File: src/rtl/ct_spsram_ctrl_pkg.sv
// Shared constants and types for the 256x59 single-port SRAM controller.
//   SRAM_ADDR_WIDTH / SRAM_DATA_WIDTH : macro geometry
//   state_e                           : controller state encoding
//   ptr_width()                       : FIFO pointer width for a given depth
package ct_spsram_ctrl_pkg;

  localparam int unsigned SRAM_ADDR_WIDTH = 8;
  localparam int unsigned SRAM_DATA_WIDTH = 59;

  typedef enum logic {
    INIT = 1'b0,
    RUN  = 1'b1
  } state_e;

  // log2(depth) bits, never narrower than one bit
  function automatic int unsigned ptr_width(input int unsigned depth);
    return (depth > 1) ? $clog2(depth) : 1;
  endfunction

endpackage

File: src/rtl/ct_spsram_rsp_fifo.sv
// Small response FIFO holding SRAM read data until the consumer accepts it.
//   clk, rst   : clock, synchronous active-high reset
//   push       : write push_data at the tail
//   pop        : drop the head entry (ignored when empty)
//   head       : current head entry (registered storage)
//   count      : number of valid entries
//   empty      : count == 0
module ct_spsram_rsp_fifo
  import ct_spsram_ctrl_pkg::*;
#(
  parameter int unsigned DATA_WIDTH = SRAM_DATA_WIDTH,
  parameter int unsigned RSP_DEPTH  = 2,
  localparam int unsigned PW = ptr_width(RSP_DEPTH),
  localparam int unsigned CW = PW + 1
) (
  input  logic                  clk,
  input  logic                  rst,
  input  logic                  push,
  input  logic [DATA_WIDTH-1:0] push_data,
  input  logic                  pop,
  output logic [DATA_WIDTH-1:0] head,
  output logic [CW-1:0]         count,
  output logic                  empty
);

  logic [DATA_WIDTH-1:0] mem [RSP_DEPTH];
  logic [PW-1:0]         wr_ptr;
  logic [PW-1:0]         rd_ptr;
  logic                  full;
  logic                  do_push;
  logic                  do_pop;

  function automatic logic [PW-1:0] ptr_inc(input logic [PW-1:0] p);
    return (p == PW'(RSP_DEPTH - 1)) ? '0 : p + PW'(1);
  endfunction

  assign full    = (count == CW'(RSP_DEPTH));
  assign empty   = (count == '0);
  assign do_pop  = pop & ~empty;
  // a full FIFO still accepts a push when the head leaves in the same cycle
  assign do_push = push & (~full | do_pop);
  assign head    = mem[rd_ptr];

  // pointers and occupancy
  always_ff @(posedge clk) begin
    if (rst) begin
      wr_ptr <= '0;
      rd_ptr <= '0;
      count  <= '0;
    end else begin
      if (do_push) wr_ptr <= ptr_inc(wr_ptr);
      if (do_pop)  rd_ptr <= ptr_inc(rd_ptr);
      if (do_push && !do_pop)      count <= count + CW'(1);
      else if (do_pop && !do_push) count <= count - CW'(1);
    end
  end

  // data storage, no reset needed
  always_ff @(posedge clk) begin
    if (do_push) mem[wr_ptr] <= push_data;
  end

endmodule

File: src/rtl/ct_spsram_256x59_ctrl.sv
// Controller for one 256x59 single-port SRAM: zero-fills the array after
// reset, then maps a valid/ready request port onto the macro pins and
// buffers read data in a response FIFO.
//   forever_cpuclk, cpurst        : clock, synchronous active-high reset
//   req_*                         : request port (valid/ready)
//   rsp_*                         : read response port (valid/ready)
//   init_done                     : array cleared, accepting requests
//   sram_a/cen/gwen/wen/d, sram_q : SRAM macro pins
module ct_spsram_256x59_ctrl
  import ct_spsram_ctrl_pkg::*;
#(
  parameter int unsigned ADDR_WIDTH = SRAM_ADDR_WIDTH,
  parameter int unsigned DATA_WIDTH = SRAM_DATA_WIDTH,
  parameter int unsigned RSP_DEPTH  = 2,
  parameter bit          INIT_EN    = 1'b1
) (
  input  logic                  forever_cpuclk,
  input  logic                  cpurst,
  input  logic                  req_vld,
  output logic                  req_rdy,
  input  logic                  req_wr,
  input  logic [ADDR_WIDTH-1:0] req_addr,
  input  logic [DATA_WIDTH-1:0] req_wdata,
  input  logic [DATA_WIDTH-1:0] req_wmask,
  output logic                  rsp_vld,
  input  logic                  rsp_rdy,
  output logic [DATA_WIDTH-1:0] rsp_rdata,
  output logic                  init_done,
  output logic [ADDR_WIDTH-1:0] sram_a,
  output logic                  sram_cen,
  output logic                  sram_gwen,
  output logic [DATA_WIDTH-1:0] sram_wen,
  output logic [DATA_WIDTH-1:0] sram_d,
  input  logic [DATA_WIDTH-1:0] sram_q
);

  localparam int unsigned CW = ptr_width(RSP_DEPTH) + 1;
  localparam int unsigned OW = CW + 1;

  state_e                state;
  logic [ADDR_WIDTH-1:0] init_addr;
  logic [ADDR_WIDTH-1:0] a_hold;
  logic [DATA_WIDTH-1:0] d_hold;
  logic                  rd_inflight;
  logic [CW-1:0]         fifo_count;
  logic                  fifo_empty;
  logic                  run;
  logic                  pop;
  logic                  fire;
  logic [OW-1:0]         occ;

  assign run       = (state == RUN) & ~cpurst;
  assign init_done = run;
  assign rsp_vld   = ~fifo_empty & ~cpurst;
  assign pop       = rsp_vld & rsp_rdy;

  // slots already claimed by buffered and in-flight reads, net of this cycle's pop
  assign occ     = OW'(fifo_count) + OW'(rd_inflight) - OW'(pop);
  assign req_rdy = run & (req_wr | (occ < OW'(RSP_DEPTH)));
  assign fire    = req_vld & req_rdy;

  // SRAM pin mux; address/data hold their last value on idle cycles
  always_comb begin
    sram_cen  = 1'b1;
    sram_gwen = 1'b1;
    sram_wen  = '1;
    sram_a    = a_hold;
    sram_d    = d_hold;
    if (cpurst) begin
      sram_a = '0;
      sram_d = '0;
    end else if (state == INIT) begin
      sram_cen  = 1'b0;
      sram_gwen = 1'b0;
      sram_wen  = '0;
      sram_a    = init_addr;
      sram_d    = '0;
    end else if (fire) begin
      sram_cen = 1'b0;
      sram_a   = req_addr;
      sram_d   = req_wdata;
      if (req_wr) begin
        sram_gwen = 1'b0;
        sram_wen  = ~req_wmask;
      end
    end
  end

  // state, init sweep counter, pin hold registers, read pipeline stage
  always_ff @(posedge forever_cpuclk) begin
    if (cpurst) begin
      if (INIT_EN) state <= INIT;
      else         state <= RUN;
      init_addr   <= '0;
      rd_inflight <= 1'b0;
      a_hold      <= '0;
      d_hold      <= '0;
    end else begin
      a_hold      <= sram_a;
      d_hold      <= sram_d;
      rd_inflight <= fire & ~req_wr;
      if (state == INIT) begin
        init_addr <= init_addr + ADDR_WIDTH'(1);
        // leaving INIT after the last address stops any second sweep
        if (init_addr == '1) state <= RUN;
      end
    end
  end

  ct_spsram_rsp_fifo #(
    .DATA_WIDTH (DATA_WIDTH),
    .RSP_DEPTH  (RSP_DEPTH)
  ) u_rsp_fifo (
    .clk       (forever_cpuclk),
    .rst       (cpurst),
    .push      (rd_inflight),
    .push_data (sram_q),
    .pop       (pop),
    .head      (rsp_rdata),
    .count     (fifo_count),
    .empty     (fifo_empty)
  );

endmodule
File: config.mk
export PLATFORM = sky130hd
export DESIGN_NAME = ct_spsram_256x59_ctrl
export DESIGN_NICKNAME = d
export VERILOG_FILES = /design/src/rtl/ct_spsram_ctrl_pkg.sv /design/src/rtl/ct_spsram_rsp_fifo.sv /design/src/rtl/ct_spsram_256x59_ctrl.sv
export SDC_FILE = /design/constraint.sdc
export NUM_CORES = 1
export LEC_CHECK = 0
export BUFFER_PORTS_ARGS = -buffer_cell sky130_fd_sc_hd__buf_2
export CORE_AREA = 2 2 147 149
export CTS_CLUSTER_DIAMETER = 40
export CTS_CLUSTER_SIZE = 14
export DETAILED_ROUTE_END_ITERATION = 8
export DIE_AREA = 0 0 149 151
export PLACE_DENSITY = 0.71
export SLEW_MARGIN = 40
export SYNTH_ARGS = -nofsm -noshare
export SYNTH_HDL_FRONTEND = slang
export SYNTH_SLANG_ARGS = --single-unit
export TNS_END_PERCENT = 30
File: constraint.sdc
create_clock -name forever_cpuclk -period 4 [get_ports forever_cpuclk]
set_input_delay 0.4 -clock forever_cpuclk [delete_from_list [all_inputs] [get_ports forever_cpuclk]]
set_output_delay 0.4 -clock forever_cpuclk [all_outputs]
set_load 0.05 [all_outputs]
; Word-level counts from Yosys, hierarchy flattened
; Memories as Yosys holds them, arrays and structs flattened. A register that Yosys moved wholly into a read port is not among the register bits.
; Cells that the tools add are included.
[totals]
register_bits = 81
mem_bits_rw = 118
out_inout_bits = 190
elab_cells = 67
memories = 1
[op_classes]
n_addsub = 7
magnitude_cmp = 1
eq_ne = 2
muxes = 27
bitwise_logic = 15
reduce_logical = 6
[memory_table]
columns = name, depth, word_bits, read_ports, rd_clocked_by_memory_dff, write_ports, line
row1 = u_rsp_fifo.mem, 2, 59, 1, 1, 1, ct_spsram_rsp_fifo.sv:26  ; logic [DATA_WIDTH-1:0] mem [RSP_DEPTH];
[op_table]
columns = op, count
row1 = $mux W59, 7
row2 = $not A59 Y59, 1
row3 = $mux W8, 3
row4 = $mux W1, 15
row5 = $add A8 B1 Y8 const B, 1
row6 = $and A1 B1 Y1, 8
row7 = $eq A8 B8 Y1 const B, 1
row8 = $mux W2, 2
row9 = $not A1 Y1, 4
row10 = $add A2 B1 Y3, 1
row11 = $lt A3 B2 Y1 const B, 1
row12 = $sub A3 B1 Y3, 1
row13 = $add A1 B1 Y1 const B, 2
row14 = $add A2 B1 Y2 const B, 1
row15 = $eq A2 B2 Y1 const B, 1
row16 = $logic_and A1 B1 Y1, 2
row17 = $logic_not A1 Y1, 2
row18 = $logic_not A2 Y1, 1
row19 = $or A1 B1 Y1, 2
row20 = $reduce_bool A2 Y1, 1
row21 = $sub A2 B1 Y2 const B, 1

; Logic depth before layout (Yosys ltp)
; Gate-level depths: netlist (run 1).
[logic_depth]
word_depth = 12
depth_mapped = 13
depth_no_buf = 10

; By module
; Synthesis (run 1) repeated with hierarchy kept, for this count alone.
[hier_totals]
cells_unflattened = 712
area_unflattened_um2 = 8197.9
[modules_own_cells]
columns = mod, instances, cells_each, area_each_um2, seq_area_each_um2
row1 = ct_spsram_rsp_fifo, 1, 208, 4523.1, 3643.5
row2 = ct_spsram_256x59_ctrl, 1, 504, 3674.8, 1541.5

; Least setup slack after synthesis (run 1)
; Ideal clock, no wire load.
[synth_path]
kind = input-to-output
start = input port cpurst
end = output port sram_a[3]
t_arrival_ns = 3.599
t_required_ns = 3.600
slack_ns = 0.001
path_stages = 13
path_cell_list = buf_2 > nor2b_1 > o21ai_0 > inv_1 > ha_1 > nor2b_1 > fa_1 > nor2b_1 > a21o_1 > buf_4 > buf_6 > nand2_2 > a311oi_1
[synth_via]
elab_chain_len = 11
[synth_lines]
columns = item, line
row1 = "start, declared", ct_spsram_256x59_ctrl.sv:18  ; input logic cpurst,
row2 = $not A1 Y1, "ct_spsram_256x59_ctrl.sv:52, ct_spsram_256x59_ctrl.sv:54"
row3 = $and A1 B1 Y1, ct_spsram_256x59_ctrl.sv:54  ; assign rsp_vld = ~fifo_empty & ~cpurst;
row4 = $and A1 B1 Y1, ct_spsram_256x59_ctrl.sv:55  ; assign pop = rsp_vld & rsp_rdy;
row5 = $sub A3 B1 Y3, ct_spsram_256x59_ctrl.sv:58  ; assign occ = OW'(fifo_count) + OW'(rd_inflight) - OW'(pop);
row6 = $lt A3 B2 Y1, ct_spsram_256x59_ctrl.sv:59  ; assign req_rdy = run & (req_wr | (occ < OW'(RSP_DEPTH)));
row7 = $or A1 B1 Y1, ct_spsram_256x59_ctrl.sv:59
row8 = $and A1 B1 Y1, ct_spsram_256x59_ctrl.sv:59
row9 = $and A1 B1 Y1, ct_spsram_256x59_ctrl.sv:60  ; assign fire = req_vld & req_rdy;
row10 = $mux W8, ct_spsram_256x59_ctrl.sv:78  ; end else if (fire) begin
row11 = $mux W8, ct_spsram_256x59_ctrl.sv:72  ; end else if (state == INIT) begin
row12 = $mux W8 *, ct_spsram_256x59_ctrl.sv:69  ; if (cpurst) begin
row13 = "end, declared", ct_spsram_256x59_ctrl.sv:29  ; output logic [ADDR_WIDTH-1:0] sram_a,
; Every way passes the cells marked *; elsewhere a longest branch is shown, timed or not.

; Final worst setup path (run 1)
[layout_path]
start = register u_rsp_fifo.count[0]
end = output port sram_d[41]
[layout_via]
elab_chain_len = 12
[layout_lines]
columns = item, line
row1 = "start, declared", ct_spsram_rsp_fifo.sv:22  ; output logic [CW-1:0] count,
row2 = "start signal, assigned", ct_spsram_rsp_fifo.sv:53  ; if (do_push && !do_pop) count <= count + CW'(1);
row3 = "start signal, assigned", ct_spsram_rsp_fifo.sv:54  ; else if (do_pop && !do_push) count <= count - CW'(1);
row4 = $logic_not A2 Y1, ct_spsram_rsp_fifo.sv:38  ; assign empty = (count == '0);
row5 = $not A1 Y1, ct_spsram_256x59_ctrl.sv:54
row6 = $and A1 B1 Y1, ct_spsram_256x59_ctrl.sv:54
row7 = $and A1 B1 Y1, ct_spsram_256x59_ctrl.sv:55
row8 = $sub A3 B1 Y3 *, ct_spsram_256x59_ctrl.sv:58
row9 = $lt A3 B2 Y1 *, ct_spsram_256x59_ctrl.sv:59
row10 = $or A1 B1 Y1 *, ct_spsram_256x59_ctrl.sv:59
row11 = $and A1 B1 Y1 *, ct_spsram_256x59_ctrl.sv:59
row12 = $and A1 B1 Y1 *, ct_spsram_256x59_ctrl.sv:60
row13 = $mux W59 *, ct_spsram_256x59_ctrl.sv:78
row14 = $mux W59 *, ct_spsram_256x59_ctrl.sv:72
row15 = $mux W59 *, ct_spsram_256x59_ctrl.sv:69
row16 = "end, declared", ct_spsram_256x59_ctrl.sv:33  ; output logic [DATA_WIDTH-1:0] sram_d,
; Marks and branches as above.

==> results of run 1 <==
==> worst max-delay path, cell delays in order, from the launching register on <==
cell,delay (ps)
dfxtp_1,370
o21ai_2,220
inv_1,70
ha_1,260
nor2b_1,160
fa_1,500
nor2b_2,230
a21o_4,270
buf_12,240
nand2_1,110
a21oi_1,180
buf_2,300
==> worst max-delay path by stage <==
stage / slack [ps] / cells past startpoint / to
3_3_place_gp: 310 / 13 / sram_d[41]
4_1_cts: 80 / 11 / sram_d[41]
6_report: 250 / 11 / sram_d[41]
5_1_grt: 3 / 11 / sram_d[27]
3_5_place_dp: 260 / 13 / sram_d[41]
2_1_floorplan: 1 / 13 / sram_a[3]
==> power by group through the flow <==
| stage | registers [mW] | clock network [mW] | logic, mW |
|---|---|---|---|
| final | 2.18 | 1.67 | 0.376 |
| after detailed placement | 2.23 | 0 | 0.375 |
| after CTS | 2.18 | 1.73 | 0.377 |
| after global placement | 2.23 | 0 | 0.364 |
| after floorplan | 2.23 | 0 | 0.212 |
| after global routing | 2.18 | 1.81 | 0.406 |
==> flip-flops by register name, summed over array words and instances, names as in the netlist, named ones only <==
register	count
u_rsp_fifo.count	2
u_rsp_fifo.mem	118
a_hold	8
state	1
init_addr	8
d_hold	59
u_rsp_fifo.rd_ptr	1
rd_inflight	1
u_rsp_fifo.wr_ptr	1
==> logic make-up (layout without fill, tap and decap cells) <==
| kind of cell | Yosys count | count (layout) | share of synthesized area |
|---|---|---|---|
| AOI/OAI and AO/OA | 207 | 207 | 0.137 |
| muxes | 66 | 66 | 0.0906 |
| buffers and inverters | 60 | 431 | 0.0313 |
| and+or+nand+nor | 167 | 167 | 0.0837 |
| adders and majority gates | 4 | 4 | 0.00710 |
| xor gates and xnor gates | 10 | 10 | 0.0108 |
| DFF | 200 | 200 | 0.640 |
==> placed cells by master (no fill, tap or decap), types with 9 or more instances in the layout <==
master and n:
clkbuf_16 17, a211oi_1 12, dfxtp_1 81, buf_4 9, nor2_1 22, a21oi_1 181
buf_2 378, edfxtp_1 118, mux2_2 59, nand2_1 123
==> final cells by class <==
cell class                      count  area [µm²]  area share
Sequential cell                   200        5190       0.475
Multi-Input combinational cell    454        2730       0.250
Timing Repair Buffer              392        2060       0.189
Clock buffer                       17         425      0.0389
Tap cell                          275         344      0.0315
Clock inverter                     15         151      0.0139
Inverter                            7        26.3     0.00241
==> per-stage QoR <==
stage | setup WS, ps | total power [mW] | instances | area (µm²) | utilization
floorplan | 1.34 | 2.44 | 714 | 8100 | -
global placement | 311 | 2.59 | 1326 | 10300 | 0.493
detailed placement | 260 | 2.60 | 1327 | 10300 | 0.495
CTS | 79.5 | 4.28 | 1359 | 10900 | 0.523
global route | 2.82 | 4.39 | 1360 | 10900 | 0.525
finish | 254 | 4.23 | 1360 | 10900 | 0.525
==> metal layers <==
layer  track usage  wire length, µm
met1         0.234             9110
met3        0.0636             2190
met5             0               23
met2         0.309            10700
met4        0.0448              180
==> flow_metrics.py, run 1 <==
metrics = {
    "outcome": {
        "outcome": "completed",
    },
    "worst_setup_path": {
        "path_max_fanout": 45,
        "worstSetupStartpointType": "flop",
        "crit_start": "u_rsp_fifo.count[0]$_SDFFE_PP0P_",
        "r2r_end": "d_hold[18]$_SDFF_PP0_",
        "path_class": "reg2out",
        "crit_required_ps": 3600,
        "r2r_slack_ps": 1340,
        "endpoint_kind": "output pin",
        "rr_worst_depth": 10,
        "worstPathArrival_ps": 3350,
        "r2r-start": "u_rsp_fifo.count[0]$_SDFFE_PP0P_",
    },
    "logic_synthesis": {
        "synth_edf_count": 118,
        "yosys.cell_types.count": 34,
        "netlist_area_um2": 8100,
        "netlist_top_cells_area": "edfxtp_1 44%, dfxtp_1 20%, a21oi_1 11%, mux2_2 8.2%, nand2_1 5.7%",
        "synth.most_common_cell": "a21oi_1",
        "synth_seq_cells": 200,
        "synth.top_cell.area_share": 0.437,
        "synth_warnings": 0,
        "ys_seq_area_frac": 0.640,
        "ys.flop_type": "edfxtp_1",
        "syn_area_per_cell_um2": 11.4,
        "synth_commonest_cells": "181 x a21oi_1, 123 x nand2_1, 118 x edfxtp_1, 82 x dfxtp_1, 59 x mux2_2",
        "syn_inst": 714,
        "yosysTopAreaCell": "edfxtp_1",
        "syn_nets": 908,
        "async_reset_ff_frac": 0,
    },
    "global_routing": {
        "grt_max_degree": 88,
        "grt_overflow": 0,
        "grt_pass1_wl_mm": 32.2,
        "track_usage": 0.185,
        "grt_pass1_vias": 6128,
        "antenna_found_initial": 2,
    },
    "cts": {
        "cts_resized": 2,
        "root_buffer": "clkbuf_16",
        "cts_tree": "built",
        "cts.sinks": 200,
        "clkTransAtPathRegs_ps": 70,
        "insertion_delay_ps": 430,
        "postCtsSetupBuffers": 0,
        "cts_max_path_buffers": 2,
        "cts_hold_buffers": 0,
        "numCtsBuffers": 17,
        "h-tree-depth": 4,
    },
    "detailed_routing": {
        "ant_nets": 0,
        "wl_mm": 22.2,
        "detail_route.wl_per_cell_um": 16.3,
        "drt_iter0_drc": 246,
        "drcViolationCount": 0,
        "dr.pass1.iters": 4,
        "vias": 6664,
        "routed_via_density": 4.90,
    },
    "pwr": {
        "share_comb_of_total_power": 0.089,
        "power_frac_clock": 0.395,
        "cellPowerDensity_nw_per_um2": 387,
        "leakagePower_nw": 4.58,
        "swShare": 0.259,
        "internal-power_mw": 3.13,
        "seqPwrFrac": 0.516,
        "p_switching_mw": 1.09,
        "max-vdd-ir-drop_v": 0.000256,
    },
    "layout": {
        "fillers": 1855,
        "drive_gt1_frac": 0.457,
        "areaGrowthSynthToFinish_pct": 34.8,
        "layout.nets": 1266,
        "n_antenna_cell": 0,
    },
    "timing": {
        "period_share": 0.936,
        "fmax_mhz": 267,
        "hold-worst-slack_ps": 165,
        "setup_viol": 0,
        "fin_skew_ps": 14.0,
        "worst_pin_slew_ps": 813,
        "rsz0062_at_grt": "no",
        "finalHoldViolCount": 0,
        "slew_headroom": 0.458,
        "fin_setup_tns_ps": 0,
        "min_period_ps": 3750,
        "final_max_slew_viol_count": 0,
    },
    "place": {
        "dp_hpwl_mm": 16.1,
        "gp_congestion": 0.789,
        "io_buffers": 379,
    },
    "worst_hold_path": {
        "holdPathEnd": "u_rsp_fifo.mem[0][20]$_DFFE_PP_",
        "hold_start": "sram_q[20]",
        "min_path_type": "in2reg",
        "whs_path_depth": 1,
    },
    "die": {
        "coreArea_um2": 20800,
        "die_y_um": 151,
        "die_area_um2": 22500,
        "rows": 53,
        "die_w_um": 149,
        "pin_count": 380,
        "initial_core_util": 0.389,
    },
    "run": {
        "cap_violations": 0,
    },
}
Note: power is estimated with default switching activity, not from simulation.
==> inputs of run 2 (changes only) <==
--- a/config.mk
+++ b/config.mk
@@ -12,6 +12,7 @@
 export DETAILED_ROUTE_END_ITERATION = 8
 export DIE_AREA = 0 0 149 151
 export PLACE_DENSITY = 0.71
+export RECOVER_POWER = 50
 export SLEW_MARGIN = 40
 export SYNTH_ARGS = -nofsm -noshare
 export SYNTH_HDL_FRONTEND = slang
==> run 2 against run 1 <==
Compared with the run above:
- the run now ends with capacitance limit, slew limit left
- critical path type unchanged
- worst hold slack got worse by 4.1 ps
- sequential power barely moved
- largest power group unchanged
- non-clock buffer count did not move
- clock-buffer cell count did not move
- sequential cell count did not move
- die area did not move
==> flow_metrics.py, run 2 (synthesis gave the netlist of run 1 again) <==
metrics = {
    "layout": {
        "drive_gt1_frac": 0.412,
        "fin_area_um2": 10800,
        "layout.cells.non_filler": 1360,
        "layout.nets": 1266,
        "fillers": 1892,
        "mostFrequentLayoutCell": "buf_2",
        "largest_register_ffs": 118,
        "multi_input_area_um2": 2720,
        "largestRegisters": "u_rsp_fifo.mem x118, d_hold x59",
        "ff_latch_area_um2": 5180,
        "n_antenna_cell": 0,
        "layout_common_cells": "337 x buf_2, 181 x a21oi_1, 123 x nand2_1, 118 x edfxtp_1, 82 x dfxtp_1",
        "largest-register": "u_rsp_fifo.mem",
        "areaGrowthSynthToFinish_pct": 33.5,
    },
    "outcome": {
        "outcome": "finished, violations left",
        "violations": "capacitance limit, slew limit",
    },
    "timing": {
        "finalHoldViolCount": 0,
        "min_period_ps": 3740,
        "period_share": 0.935,
        "worst_pin_slew_ps": 1590,
        "hold-worst-slack_ps": 161,
        "setup_ws_ps": 260,
        "fin_skew_ps": 15.0,
        "fmax_mhz": 267,
        "rsz0062_at_grt": "no",
        "final_max_slew_viol_count": 60,
        "fin_setup_tns_ps": 0,
        "setup_viol": 0,
        "slew_headroom": -0.0617,
    },
    "detailed_routing": {
        "vias": 6657,
        "ant_nets": 0,
        "drt_iter0_drc": 246,
        "drcViolationCount": 0,
        "routed_via_density": 4.89,
        "wl_mm": 22.2,
        "detail_route.wl_per_cell_um": 16.3,
        "dr.pass1.iters": 5,
    },
    "cts": {
        "postCtsSetupBuffers": 0,
        "clkTransAtPathRegs_ps": 80,
        "root_buffer": "clkbuf_16",
        "cts_hold_buffers": 0,
        "cts_resized": 2,
        "insertion_delay_ps": 430,
        "cts_tree": "built",
        "cts_max_path_buffers": 2,
        "numCtsBuffers": 17,
        "cts.sinks": 200,
        "h-tree-depth": 4,
    },
    "place": {
        "dpl-instance-area_um2": 10300,
        "io_buffers": 379,
        "gp_congestion": 0.789,
        "dp_slack_ps": 260,
        "dp.cells": 1327,
        "dp_hpwl_mm": 16.1,
    },
    "global_routing": {
        "grt_pass1_vias": 6128,
        "gr-max-usage-layer": "met2",
        "use_met2": 0.309,
        "antenna_found_initial": 1,
        "grt_pass1_wl_mm": 32.2,
        "track_usage": 0.185,
        "grt_overflow": 0,
        "grtUsageMet3": 0.0636,
        "grt.met1_usage": 0.234,
        "grt_max_degree": 88,
    },
    "worst_setup_path": {
        "r2r-start": "u_rsp_fifo.count[1]$_SDFFE_PP0P_",
        "crit_required_ps": 3600,
        "rr_worst_depth": 6,
        "worstPathArrival_ps": 3340,
        "worstSetupStartpointType": "flop",
        "crit_chain": "o21ai_2, inv_1, ha_1, nor2b_1, fa_1, nor2b_2, a21o_4, buf_12, nand2_1, a21oi_1, buf_2",
        "endpoint_kind": "output pin",
        "path_max_fanout": 45,
        "path_class": "reg2out",
        "critPathMaxStageDelay_ps": 500,
        "r2r_end": "u_rsp_fifo.mem[1][42]$_DFFE_PP_",
        "crit_slowest_cell": "fa_1",
        "r2r_slack_ps": 730,
    },
    "die": {
        "die_y_um": 151,
        "coreArea_um2": 20800,
        "die_w_um": 149,
        "die_area_um2": 22500,
        "pin_count": 380,
        "initial_core_util": 0.389,
        "rows": 53,
    },
    "worst_hold_path": {
        "hold_start": "sram_q[20]",
        "whs_path_depth": 1,
        "min_path_type": "in2reg",
        "holdPathEnd": "u_rsp_fifo.mem[1][20]$_DFFE_PP_",
    },
    "pwr": {
        "p_switching_mw": 1.10,
        "leakagePower_nw": 4.44,
        "seqPwrFrac": 0.516,
        "swShare": 0.259,
        "share_comb_of_total_power": 0.088,
        "cellPowerDensity_nw_per_um2": 391,
        "max-vdd-ir-drop_v": 0.000257,
        "internal-power_mw": 3.13,
        "power_frac_clock": 0.396,
    },
    "run": {
        "cap_violations": 1,
    },
}
## run 2: cell types whose count changed in the layout (fill, tap and decap cells not counted), sizes merged
cell	previous run	this run
buf	391	345
clkbuf	18	64
## run 2: worst max path at each step
| stage | startpoint | end | cells past startpoint |
|---|---|---|---|
| 6_report | u_rsp_fifo.count[0]$_SDFFE_PP0P_ | sram_d[41] | 11 |
| 5_1_grt | u_rsp_fifo.count[0]$_SDFFE_PP0P_ | sram_d[27] | 11 |
| 4_1_cts | u_rsp_fifo.count[0]$_SDFFE_PP0P_ | sram_d[41] | 11 |
| 3_5_place_dp | cpurst | sram_d[41] | 13 |
| 3_3_place_gp | cpurst | sram_d[41] | 13 |
| 2_1_floorplan | cpurst | sram_a[3] | 13 |
## run 2: layer usage
metal / part of all wire / routed length (µm) / up-vias
li1: - / - / 3266
met1: 0.41 / 9060 / 3081
met2: 0.48 / 10700 / 291
met3: 0.10 / 2220 / 17
met4: 0.0088 / 195 / 2
met5: 0.00045 / 10 / -
## run 2: per-stage QoR
step | power [mW] | util
floorplan | 2.44 | -
global placement | 2.59 | 0.493
detailed placement | 2.60 | 0.495
CTS | 4.28 | 0.523
global route | 4.39 | 0.520
finish | 4.23 | 0.520
## run 2: final cells by class
type                            instances  area share
Clock buffer                           17      0.0393
Sequential cell                       200       0.479
Timing Repair Buffer                  392       0.182
Tap cell                              275      0.0318
Multi-Input combinational cell        454       0.251
Clock inverter                         15      0.0140
Inverter                                7     0.00243
## run 2: power by group through the flow
stage | sequential (mW) | combinational [mW] | clock, mW
after floorplan | 2.23 | 0.212 | 0
after global placement | 2.23 | 0.364 | 0
after detailed placement | 2.23 | 0.375 | 0
after CTS | 2.18 | 0.377 | 1.73
after global routing | 2.18 | 0.401 | 1.81
final | 2.18 | 0.372 | 1.67
## run 2: worst max-delay path: cells and delay by family (launching register included)
kind	cells	cell delay [ps]
AND/OR/NAND/NOR	3	500
buffers and inverters	3	610
flip-flops	1	370
AO/OA/AOI/OAI	3	670
adder cells (fa/ha/maj)	2	760
==> inputs of run 3 (changes only) <==
--- a/config.mk
+++ b/config.mk
@@ -6,12 +6,13 @@
 export NUM_CORES = 1
 export LEC_CHECK = 0
 export BUFFER_PORTS_ARGS = -buffer_cell sky130_fd_sc_hd__buf_2
-export CORE_AREA = 2 2 147 149
+export CORE_AREA = 5 5 146 148
+export CTS_BUF_LIST = sky130_fd_sc_hd__clkbuf_4
 export CTS_CLUSTER_DIAMETER = 40
 export CTS_CLUSTER_SIZE = 14
 export DETAILED_ROUTE_END_ITERATION = 8
-export DIE_AREA = 0 0 149 151
-export PLACE_DENSITY = 0.71
+export DIE_AREA = 0 0 151 153
+export PLACE_DENSITY = 0.75
 export RECOVER_POWER = 50
 export SLEW_MARGIN = 40
 export SYNTH_ARGS = -nofsm -noshare
==> run 3 against run 2 <==
Compared with the run above:
- the flow now finishes without violations
- clock power is 33% lower
- utilization up 5.0 points
- routed wire length rose by 19%
- critical path depth unchanged
- power down 11%
- via count grew 6.3%
- global-route usage grew 2.8 points
- critical path type unchanged
==> flow_metrics.py, run 3 (synthesis gave the netlist of run 1 again) <==
metrics = {
    "pwr": {
        "power.total_mw": 3.74,
        "p_switching_mw": 1.09,
        "cellPowerDensity_nw_per_um2": 330,
        "share_comb_of_total_power": 0.118,
        "seqPwrFrac": 0.583,
        "leakagePower_nw": 4.63,
        "power_frac_clock": 0.299,
        "swShare": 0.292,
        "max-vdd-ir-drop_v": 0.000256,
        "internal-power_mw": 2.65,
    },
    "global_routing": {
        "grt_pass1_wl_mm": 38.3,
        "grt_overflow": 0,
        "grt_pass1_vias": 6817,
        "antenna_found_initial": 9,
        "track_usage": 0.214,
        "grt_max_degree": 120,
    },
    "layout": {
        "layout_common_cells": "324 x buf_2, 181 x a21oi_1, 123 x nand2_1, 118 x edfxtp_1, 80 x dfxtp_1",
        "multi_input_area_um2": 2780,
        "areaGrowthSynthToFinish_pct": 39.9,
        "drive_gt1_frac": 0.399,
        "fillers": 1715,
        "largest-register": "u_rsp_fifo.mem",
        "largest_register_ffs": 118,
        "layout.nets": 1330,
        "fin_area_um2": 11300,
        "largestRegisters": "u_rsp_fifo.mem x118, d_hold x59",
        "ff_latch_area_um2": 5190,
        "mostFrequentLayoutCell": "buf_2",
    },
    "cts": {
        "cts_max_path_buffers": 2,
        "h-tree-depth": 4,
        "clkTransAtPathRegs_ps": 200,
        "cts_tree": "built",
        "numCtsBuffers": 17,
        "insertion_delay_ps": 560,
        "cts.sinks": 200,
        "root_buffer": "clkbuf_4",
    },
    "die": {
        "die_w_um": 151,
        "die_area_um2": 23100,
        "initial_core_util": 0.407,
        "coreArea_um2": 19900,
        "pin_count": 380,
        "die_y_um": 153,
        "rows": 52,
    },
    "timing": {
        "setup_viol": 0,
        "slew_headroom": 0.0442,
        "final_max_slew_viol_count": 0,
        "hold-worst-slack_ps": 76.5,
        "min_period_ps": 3760,
        "fin_skew_ps": 33.7,
        "worst_pin_slew_ps": 1430,
        "finalHoldViolCount": 0,
        "setup_ws_ps": 235,
        "fmax_mhz": 266,
        "period_share": 0.941,
    },
    "detailed_routing": {
        "ant_nets": 0,
        "met1_length_mm": 9.88,
        "drcViolationCount": 0,
        "detail_route.wl_per_cell_um": 18.5,
        "wl_met3_mm": 2.89,
        "vias": 7078,
        "wl_mm": 26.4,
        "met2_wirelength_mm": 12.7,
        "routed_via_density": 4.97,
        "dr.pass1.iters": 4,
        "drt_iter0_drc": 445,
        "route.top_layer_used": "met5",
    },
    "worst_setup_path": {
        "endpoint_kind": "output pin",
        "worstSetupStartpointType": "flop",
        "r2r_end": "d_hold[55]$_SDFF_PP0_",
        "rr_worst_depth": 11,
        "path_max_fanout": 16,
        "r2r-start": "u_rsp_fifo.count[1]$_SDFFE_PP0P_",
        "worstPathArrival_ps": 3360,
        "crit_required_ps": 3600,
        "r2r_slack_ps": 1430,
        "path_class": "reg2out",
    },
    "place": {
        "dpl-instance-area_um2": 10300,
        "gp_congestion": 0.805,
        "dp_hpwl_mm": 18.1,
        "io_buffers": 379,
        "dp_slack_ps": 121,
    },
    "worst_hold_path": {
        "hold_start": "req_wdata[41]",
        "min_path_type": "in2reg",
        "holdPathEnd": "d_hold[41]$_SDFF_PP0_",
        "whs_path_depth": 3,
    },
    "outcome": {
        "outcome": "completed",
    },
    "run": {
        "cap_violations": 0,
    },
}
==> run 3: cell count changes in the layout (fill, tap and decap cells not counted), moves of 3 or more <==
cell / before / now
buf_12: 2 / 5
inv_12: 0 / 3
dlygate4sd3_1: 0 / 59
clkbuf_4: 1 / 21
buf_4: 4 / 11
inv_8: 5 / 2
buf_2: 337 / 324
clkbuf_16: 17 / 2
diode_2: 0 / 6
==> run 3: worst max-delay path by stage <==
stage | from | endpoint | cells past startpoint
after detailed placement | cpurst | sram_d[56] | 13
after CTS | u_rsp_fifo.count[1]$_SDFFE_PP0P_ | sram_a[3] | 11
after global routing | u_rsp_fifo.count[1]$_SDFFE_PP0P_ | sram_d[16] | 11
after global placement | cpurst | sram_d[56] | 13
final | u_rsp_fifo.count[1]$_SDFFE_PP0P_ | sram_a[3] | 11
after floorplan | cpurst | sram_a[3] | 13
==> run 3: per-stage QoR <==
| step | setup TNS (ps) | utilization | instances |
|---|---|---|---|
| floorplan | 0 | - | 714 |
| global placement | 0 | 0.518 | 1322 |
| detailed placement | 0 | 0.518 | 1322 |
| CTS | 0 | 0.567 | 1414 |
| global route | -19.1 | 0.569 | 1422 |
| finish | 0 | 0.569 | 1425 |
==> run 3: what timing repair did <==
| item | in CTS | in global routing |
|---|---|---|
| endpoints found under the hold margin | 118 | 0 |
| gates cloned | 1 | 2 |
| endpoints found under the setup margin | 67 | 66 |
| hold buffers | 59 | 0 |
| pin swaps | 0 | 3 |
| buffers inserted | 0 | 3 |
| gates resized for setup | 11 | 7 |
==> run 3: power by group through the flow <==
stage | combinational (mW) | clock, mW | sequential [mW]
global placement | 0.370 | 0 | 2.23
global route | 0.468 | 1.24 | 2.19
detailed placement | 0.380 | 0 | 2.23
CTS | 0.433 | 1.16 | 2.18
finish | 0.442 | 1.12 | 2.18
floorplan | 0.212 | 0 | 2.23
==> run 3: layer usage <==
metal | GRT usage | vias to the layer above
met3 | 0.0814 | 42
li1 | - | 3406
met4 | 0.0829 | 6
met1 | 0.257 | 3271
met5 | 0 | -
met2 | 0.347 | 353
==> run 3: layout make-up <==
type	count	area share
clock inverter	15	0.0163
timing repair buffer	455	0.236
clock buffer	17	0.0113
antenna	6	0.00132
sequential	200	0.458
tap	270	0.0298
inverter	7	0.00232
multi-input combinational	455	0.245
==> run 3: critical path, cell delays in order (launching register included) <==
cell and delay, ps:
dfxtp_2 400, o21ai_2 190, inv_1 60, ha_1 270, nor2b_1 50, fa_2 620
nor2b_4 80, a21oi_4 240, buf_12 190, nand2_1 110, a311oi_2 380, buf_6 210
